--- config.mk ---
export PLATFORM = sky130hd
export DESIGN_NAME = instr_prefetch
export DESIGN_NICKNAME = d
export VERILOG_FILES = /design/src/rtl/prefetch_pkg.sv /design/src/rtl/instr_fifo.sv /design/src/rtl/instr_prefetch.sv
export SDC_FILE = /design/constraint.sdc
export NUM_CORES = 1
export LEC_CHECK = 0
export ABC_CLOCK_PERIOD_IN_PS = 4950
export CORE_MARGIN = 2
export CORE_UTILIZATION = 40
export DETAILED_ROUTE_END_ITERATION = 6
export MAX_ROUTING_LAYER = met4
export PLACE_DENSITY = 0.64
export SYNTH_ARGS = -nofsm -noshare
export SYNTH_HDL_FRONTEND = slang
export SYNTH_SLANG_ARGS = --single-unit
--- constraint.sdc ---
create_clock -name clk -period 4.95 [get_ports clk]
set_input_delay 1.485 -clock clk [delete_from_list [all_inputs] [get_ports clk]]
set_output_delay 1.485 -clock clk [all_outputs]
set_load 0.02 [all_outputs]
--- src/rtl/prefetch_pkg.sv ---
// Shared types and constants for the instruction prefetch stage.
// Fetch FSM encoding, instruction/address widths and the default end-of-program marker.
package prefetch_pkg;
  localparam int INSTR_W    = 16;
  localparam int ROM_ADDR_W = 8;
  localparam int BYTE_W     = INSTR_W / 2;

  localparam logic [INSTR_W-1:0] END_WORD_DEFAULT = 16'hFFFF;

  typedef enum logic [1:0] {
    FETCH_HI,
    FETCH_LO,
    HALT
  } fetch_state_t;
endpackage

--- src/rtl/instr_fifo.sv ---
// Synchronous DEPTH x W FIFO with combinational head; push/pop take effect on the clock edge.
// Push into a full FIFO is accepted only together with a pop; pop of an empty FIFO is ignored.
module instr_fifo #(
  parameter int DEPTH = 4,
  parameter int W     = 16,
  localparam int PTR_W = $clog2(DEPTH),
  localparam int CNT_W = PTR_W + 1
) (
  input  logic             clk,
  input  logic             reset,
  input  logic             push,
  input  logic             pop,
  input  logic [W-1:0]     wdata,
  output logic [W-1:0]     rdata,
  output logic [CNT_W-1:0] count,
  output logic             full,
  output logic             empty
);
  logic [W-1:0]     r_mem [DEPTH];
  logic [PTR_W-1:0] r_wptr;
  logic [PTR_W-1:0] r_rptr;
  logic [CNT_W-1:0] r_count;
  logic             w_do_pop;
  logic             w_do_push;

  assign empty     = (r_count == '0);
  assign full      = (r_count == CNT_W'(DEPTH));
  assign count     = r_count;
  assign rdata     = r_mem[r_rptr];
  assign w_do_pop  = pop && !empty;
  assign w_do_push = push && (!full || w_do_pop);

  always_ff @(posedge clk or posedge reset) begin
    if (reset) begin
      r_wptr  <= '0;
      r_rptr  <= '0;
      r_count <= '0;
    end else begin
      if (w_do_push) r_wptr <= r_wptr + 1'b1;
      if (w_do_pop)  r_rptr <= r_rptr + 1'b1;
      case ({w_do_push, w_do_pop})
        2'b10:   r_count <= r_count + 1'b1;
        2'b01:   r_count <= r_count - 1'b1;
        default: r_count <= r_count;
      endcase
    end
  end

  // Storage needs no reset: nothing is read until a push has written it.
  always_ff @(posedge clk) begin
    if (w_do_push) r_mem[r_wptr] <= wdata;
  end
endmodule

--- src/rtl/instr_prefetch.sv ---
// Walks the program ROM, packs byte pairs (high first) into instructions and issues them to the decoder.
// First issue 3 edges after reset; a full FIFO stalls fetch in FETCH_LO, decoder ready gates issue.
module instr_prefetch
  import prefetch_pkg::*;
#(
  parameter int                 DEPTH    = 4,
  parameter logic [INSTR_W-1:0] END_WORD = END_WORD_DEFAULT
) (
  input  logic                    clk,
  input  logic                    reset,
  output logic [ROM_ADDR_W-1:0]   rom_address,
  input  logic [BYTE_W-1:0]       data_from_rom,
  input  logic                    ready_from_decoder,
  output logic                    start_for_decoder,
  output logic [INSTR_W-1:0]      data_for_decoder,
  output logic [$clog2(DEPTH):0]  fifo_count,
  output logic                    done
);
  fetch_state_t          r_state;
  logic [BYTE_W-1:0]     r_hi;
  logic [ROM_ADDR_W-1:0] r_rom_address;
  logic                  r_start;
  logic [INSTR_W-1:0]    r_data;
  logic                  r_done;

  logic [INSTR_W-1:0]    w_word;
  logic [INSTR_W-1:0]    w_head;
  logic                  w_full;
  logic                  w_empty;
  logic                  w_end;
  logic                  w_push;
  logic                  w_pop;

  assign w_word = {r_hi, data_from_rom};
  assign w_end  = (r_state == FETCH_LO) && (w_word == END_WORD);
  // Gating on r_start guarantees an idle cycle between issues for the decoder to drop ready.
  assign w_pop  = !w_empty && ready_from_decoder && !r_start;
  assign w_push = (r_state == FETCH_LO) && !w_end && (!w_full || w_pop);

  instr_fifo #(.DEPTH(DEPTH), .W(INSTR_W)) u_fifo (
    .clk   (clk),
    .reset (reset),
    .push  (w_push),
    .pop   (w_pop),
    .wdata (w_word),
    .rdata (w_head),
    .count (fifo_count),
    .full  (w_full),
    .empty (w_empty)
  );

  always_ff @(posedge clk or posedge reset) begin
    if (reset) begin
      r_state       <= FETCH_HI;
      r_hi          <= '0;
      r_rom_address <= '0;
    end else begin
      case (r_state)
        FETCH_HI: begin
          r_hi          <= data_from_rom;
          r_rom_address <= r_rom_address + 1'b1;
          r_state       <= FETCH_LO;
        end
        FETCH_LO: begin
          if (w_end) begin
            r_state <= HALT;
          end else if (w_push) begin
            // Top of ROM ends the program rather than wrapping to 0.
            if (r_rom_address == '1) begin
              r_state <= HALT;
            end else begin
              r_rom_address <= r_rom_address + 1'b1;
              r_state       <= FETCH_HI;
            end
          end
        end
        default: r_state <= HALT;
      endcase
    end
  end

  always_ff @(posedge clk or posedge reset) begin
    if (reset) begin
      r_start <= 1'b0;
      r_data  <= '0;
      r_done  <= 1'b0;
    end else begin
      r_start <= w_pop;
      if (w_pop) r_data <= w_head;
      if (r_state == HALT && w_empty && !r_start && ready_from_decoder) r_done <= 1'b1;
    end
  end

  assign rom_address       = r_rom_address;
  assign start_for_decoder = r_start;
  assign data_for_decoder  = r_data;
  assign done              = r_done;
endmodule
==> summary.txt <==
Outcome
  • Status: complete, no violations

Power
  • PD cells: 411 nW/um^2
  • Sw frac: 0.291
  • Max IR drop VDD: 0.284 mV
  • Static Leak: 1.97 nW
  • Clk pwr share: 0.252
  • Final Power: 2.08 mW
  • Combinational share of power: 0.233
  • NetSw: 605 uW
  • Sequential share of power: 0.514
  • Power Internal: 1.47 mW

Die
  • DIE AREA: 11,600 um^2
  • Die Y: 108 um
  • Starting Density: 0.414
  • IO Pins: 40
  • Core area: 10,400 um^2
  • Row cnt: 37
  • Die X: 108 um

Clocking
  • TritonCTS Sinks: 107
  • Clock Tree Buf Depth: 2
  • Clock transition at path regs: 0.10 ns
  • CTS tree: done
  • Clock root buffer master: clkbuf_8
  • CTS buffer count: 9
  • Post-CTS Setup Inserts: 0
  • Post-cts hold buffer count: 0
  • Resize count post-CTS: 0
  • H-tree Lvls: 3
  • Worst-Skew Late Latency: 0.37 ns

Setup path
  • CP delay by family, top: simple AND/OR/NAND/NOR gates
  • Crit start category: primary input
  • CP Launch Point: data_from_rom[3]
  • CP Data Arrival Time: 4.10 ns
  • Reg-to-reg setup timing slack: 2.44 ns
  • FF-to-FF End: u_fifo.count[2]
  • R2R depth: 10
  • Crit path cell chain: clkdlybuf4s50_1 -> and4_1 -> a41oi_4 -> and3_1 -> inv_1 -> ha_1 -> inv_1 -> fa_1 -> xor2_1 -> nor2_1 -> xor2_1
  • CP max FO: 11
  • Req. time, crit path: 5.24 ns
  • Crit path capture type: flop
  • CP peak stage delay: 0.59 ns
  • Crit path buf inv count: 3
  • Critical-path top delay cell: clkdlybuf4s50_1
  • Reg2Reg Launch Point: r_hi[4]
  • Setup CP Type: primary input to flop

Placement
  • Detailed placer's ending HPWL: 4730 um
  • Placed standard-cell area: 4860 um^2
  • Pre-CTS setup slack: 0.777 ns
  • Placed insts: 414
  • Input/output buffers: 39
  • GPL Wtd Cong: 0.771

STA
  • Slew @ Worst Pin: 0.941 ns
  • Slew Limit Fails: 0
  • Slew margin rel.: 0.372
  • Period minus WS final: 3.81 ns
  • Period utilization: 0.769
  • Final WS setup: 1.14 ns
  • Setup violations, final: 0
  • FMAX: 263 MHz
  • Endpoints failing hold: 0
  • Unrepaired setup endpoints after global routing: false
  • Fin Hold WS: 0.472 ns
  • Worst Clk Skew: 0.0142 ns
  • Setup TNS: 0 ns

Yosys
  • Xor/xnor share of the synthesized area: 0.0143
  • Post-synth design cell area: 4300 um^2
  • Mapped Cells: 240
  • Adder-Cell Fraction of Synth Area: 0.0221
  • Compound-Gate Fraction of Synth Area: 0.0457
  • Distinct cell type count after synthesis: 39
  • Yosys reg bits: 107
  • Simple-gate share of the synthesized area: 0.0495
  • Main combinational cell family by area after synthesis: multiplexers
  • Mean Syn Cell Area: 17.9 um^2
  • Register area share after synthesis: 0.698
  • Syn_nets: 258
  • Yosys warnings: 0
  • Post-synthesis mux area share: 0.149

Cells and area
  • Final #Nets: 307
  • Non-filler instance count after layout: 430
  • Syn-to-layout area delta: 17.7%
  • Fin area: 5060 um^2
  • Diode count: 0
  • Proportion of layout cells with a drive suffix above 1: 0.248
  • Post-layout util: 0.488

Route
  • Antenna-violating nets left: 0
  • Routed vias: 2,164
  • Vias/cell: 5.03
  • Drt initial violations: 47
  • Routed wire length: 7520 um
  • Number of remaining DRC errors: 0
  • DR WL/cell: 17.5 um
  • TritonRoute pass-1 iters: 4

GRT
  • Vias in the first global route: 2,299
  • Largest net degree at the start of global routing: 44
  • GRT Util Overall: 0.148
  • Grt ovf: 0
  • Initial antenna violation count: 0
  • First-pass GRT wire length: 12,300 um

Worst hold path
  • Min-delay src: done
  • End point of the worst hold path: done
  • Hold crit path type: flop to flop
  • Hold Path Depth: 1

Run
  • Max-cap violations: 0
## sequential cells by signal (all words and copies together) (netlist names)
register           count
data_for_decoder      16
done                   1
r_hi                   8
r_state                2
rom_address            8
start_for_decoder      1
u_fifo.count           3
u_fifo.r_mem          64
u_fifo.r_rptr          2
u_fifo.r_wptr          2
## synth_stat cells, drive strengths merged
| cell type | instances | share of area |
|---|---|---|
| o21ai | 6 | 0.0070 |
| o2111ai | 1 | 0.0020 |
| nand4 | 2 | 0.0044 |
| fa | 1 | 0.0047 |
| a41oi | 3 | 0.015 |
| xor2 | 3 | 0.0061 |
| nor3 | 3 | 0.0035 |
| a21oi | 3 | 0.0035 |
| nand2 | 7 | 0.0061 |
| and2 | 4 | 0.0058 |
| nand2b | 2 | 0.0029 |
| dfrtp | 43 | 0.25 |
| inv | 13 | 0.011 |
| mux2i | 1 | 0.0023 |
| clkbuf | 1 | 0.00087 |
| or2 | 1 | 0.0015 |
| ha | 6 | 0.017 |
| o31ai | 4 | 0.0070 |
| or3 | 1 | 0.0026 |
| and3 | 1 | 0.0015 |
| a21o | 1 | 0.0017 |
| and4 | 4 | 0.0093 |
| a31oi | 1 | 0.0015 |
| edfxtp | 64 | 0.45 |
| xnor2 | 4 | 0.0082 |
| mux2 | 24 | 0.063 |
| nor2 | 7 | 0.0073 |
| a41o | 1 | 0.0023 |
| buf | 6 | 0.0093 |
| o41ai | 2 | 0.0058 |
| nand3 | 4 | 0.0047 |
| mux4 | 16 | 0.084 |
## cell type report
class / instances / area (um^2)
sequential: 107 / 3000
clock inverter: 6 / 62.6
timing repair buffer: 45 / 435
clock buffer: 10 / 138
fill: 892 / 5310
multi-input combinational: 113 / 1210
tap: 136 / 170
inverter: 13 / 48.8
## layer usage
layer  vias up  global-route usage  part of all wire
li1       1016                   -                 -
met1      1098               0.193              0.47
met2        44               0.232              0.48
met3         6              0.0436             0.038
met4         0              0.0302            0.0057
met5         -                   -                 0
## kinds of logic after synthesis
group           count (synthesis)
compound gates                 22
buf+inv                        20
xor+xnor                        7
flops                         107
mux                            41
fa+ha+maj                       7
simple gates                   36
## power by group through the flow
stage / Clock, mW / Combinational (mW) / Sequential (mW)
floorplan: 0 / 0.286 / 1.12
global placement: 0 / 0.491 / 1.09
detailed placement: 0 / 0.495 / 1.09
CTS: 0.546 / 0.498 / 1.07
global route: 0.576 / 0.532 / 1.08
finish: 0.525 / 0.485 / 1.07
## layout by cell type, fill, tap and decap left out, drive strengths merged, types with 3 or more instances in the layout
| master | synthesis | layout |
|---|---|---|
| nor2 | 7 | 7 |
| xnor2 | 4 | 4 |
| ha | 6 | 6 |
| nor3 | 3 | 3 |
| and4 | 4 | 4 |
| o31ai | 4 | 4 |
| nand2 | 7 | 7 |
| mux2 | 24 | 24 |
| clkbuf | 1 | 10 |
| dfrtp | 43 | 43 |
| edfxtp | 64 | 64 |
| xor2 | 3 | 3 |
| buf | 6 | 6 |
| and2 | 4 | 4 |
| nand3 | 4 | 4 |
| inv | 13 | 17 |
| mux4 | 16 | 16 |
| a41oi | 3 | 3 |
| a21oi | 3 | 3 |
| clkdlybuf4s50 | 0 | 39 |
| o21ai | 6 | 6 |
## worst max-delay path by stage
| stage | endpoint | slack (ns) | cells after the start |
|---|---|---|---|
| final | u_fifo.count[2] | 1.14 | 11 |
| after global routing | u_fifo.count[2] | 1.0 | 11 |
| after CTS | u_fifo.count[2] | 1.16 | 11 |
| after detailed placement | u_fifo.count[2] | 0.78 | 11 |
| after global placement | u_fifo.count[2] | 0.88 | 11 |
| after floorplan | u_fifo.count[2] | 1.60 | 11 |
Power figures use the tool's default switching activity.
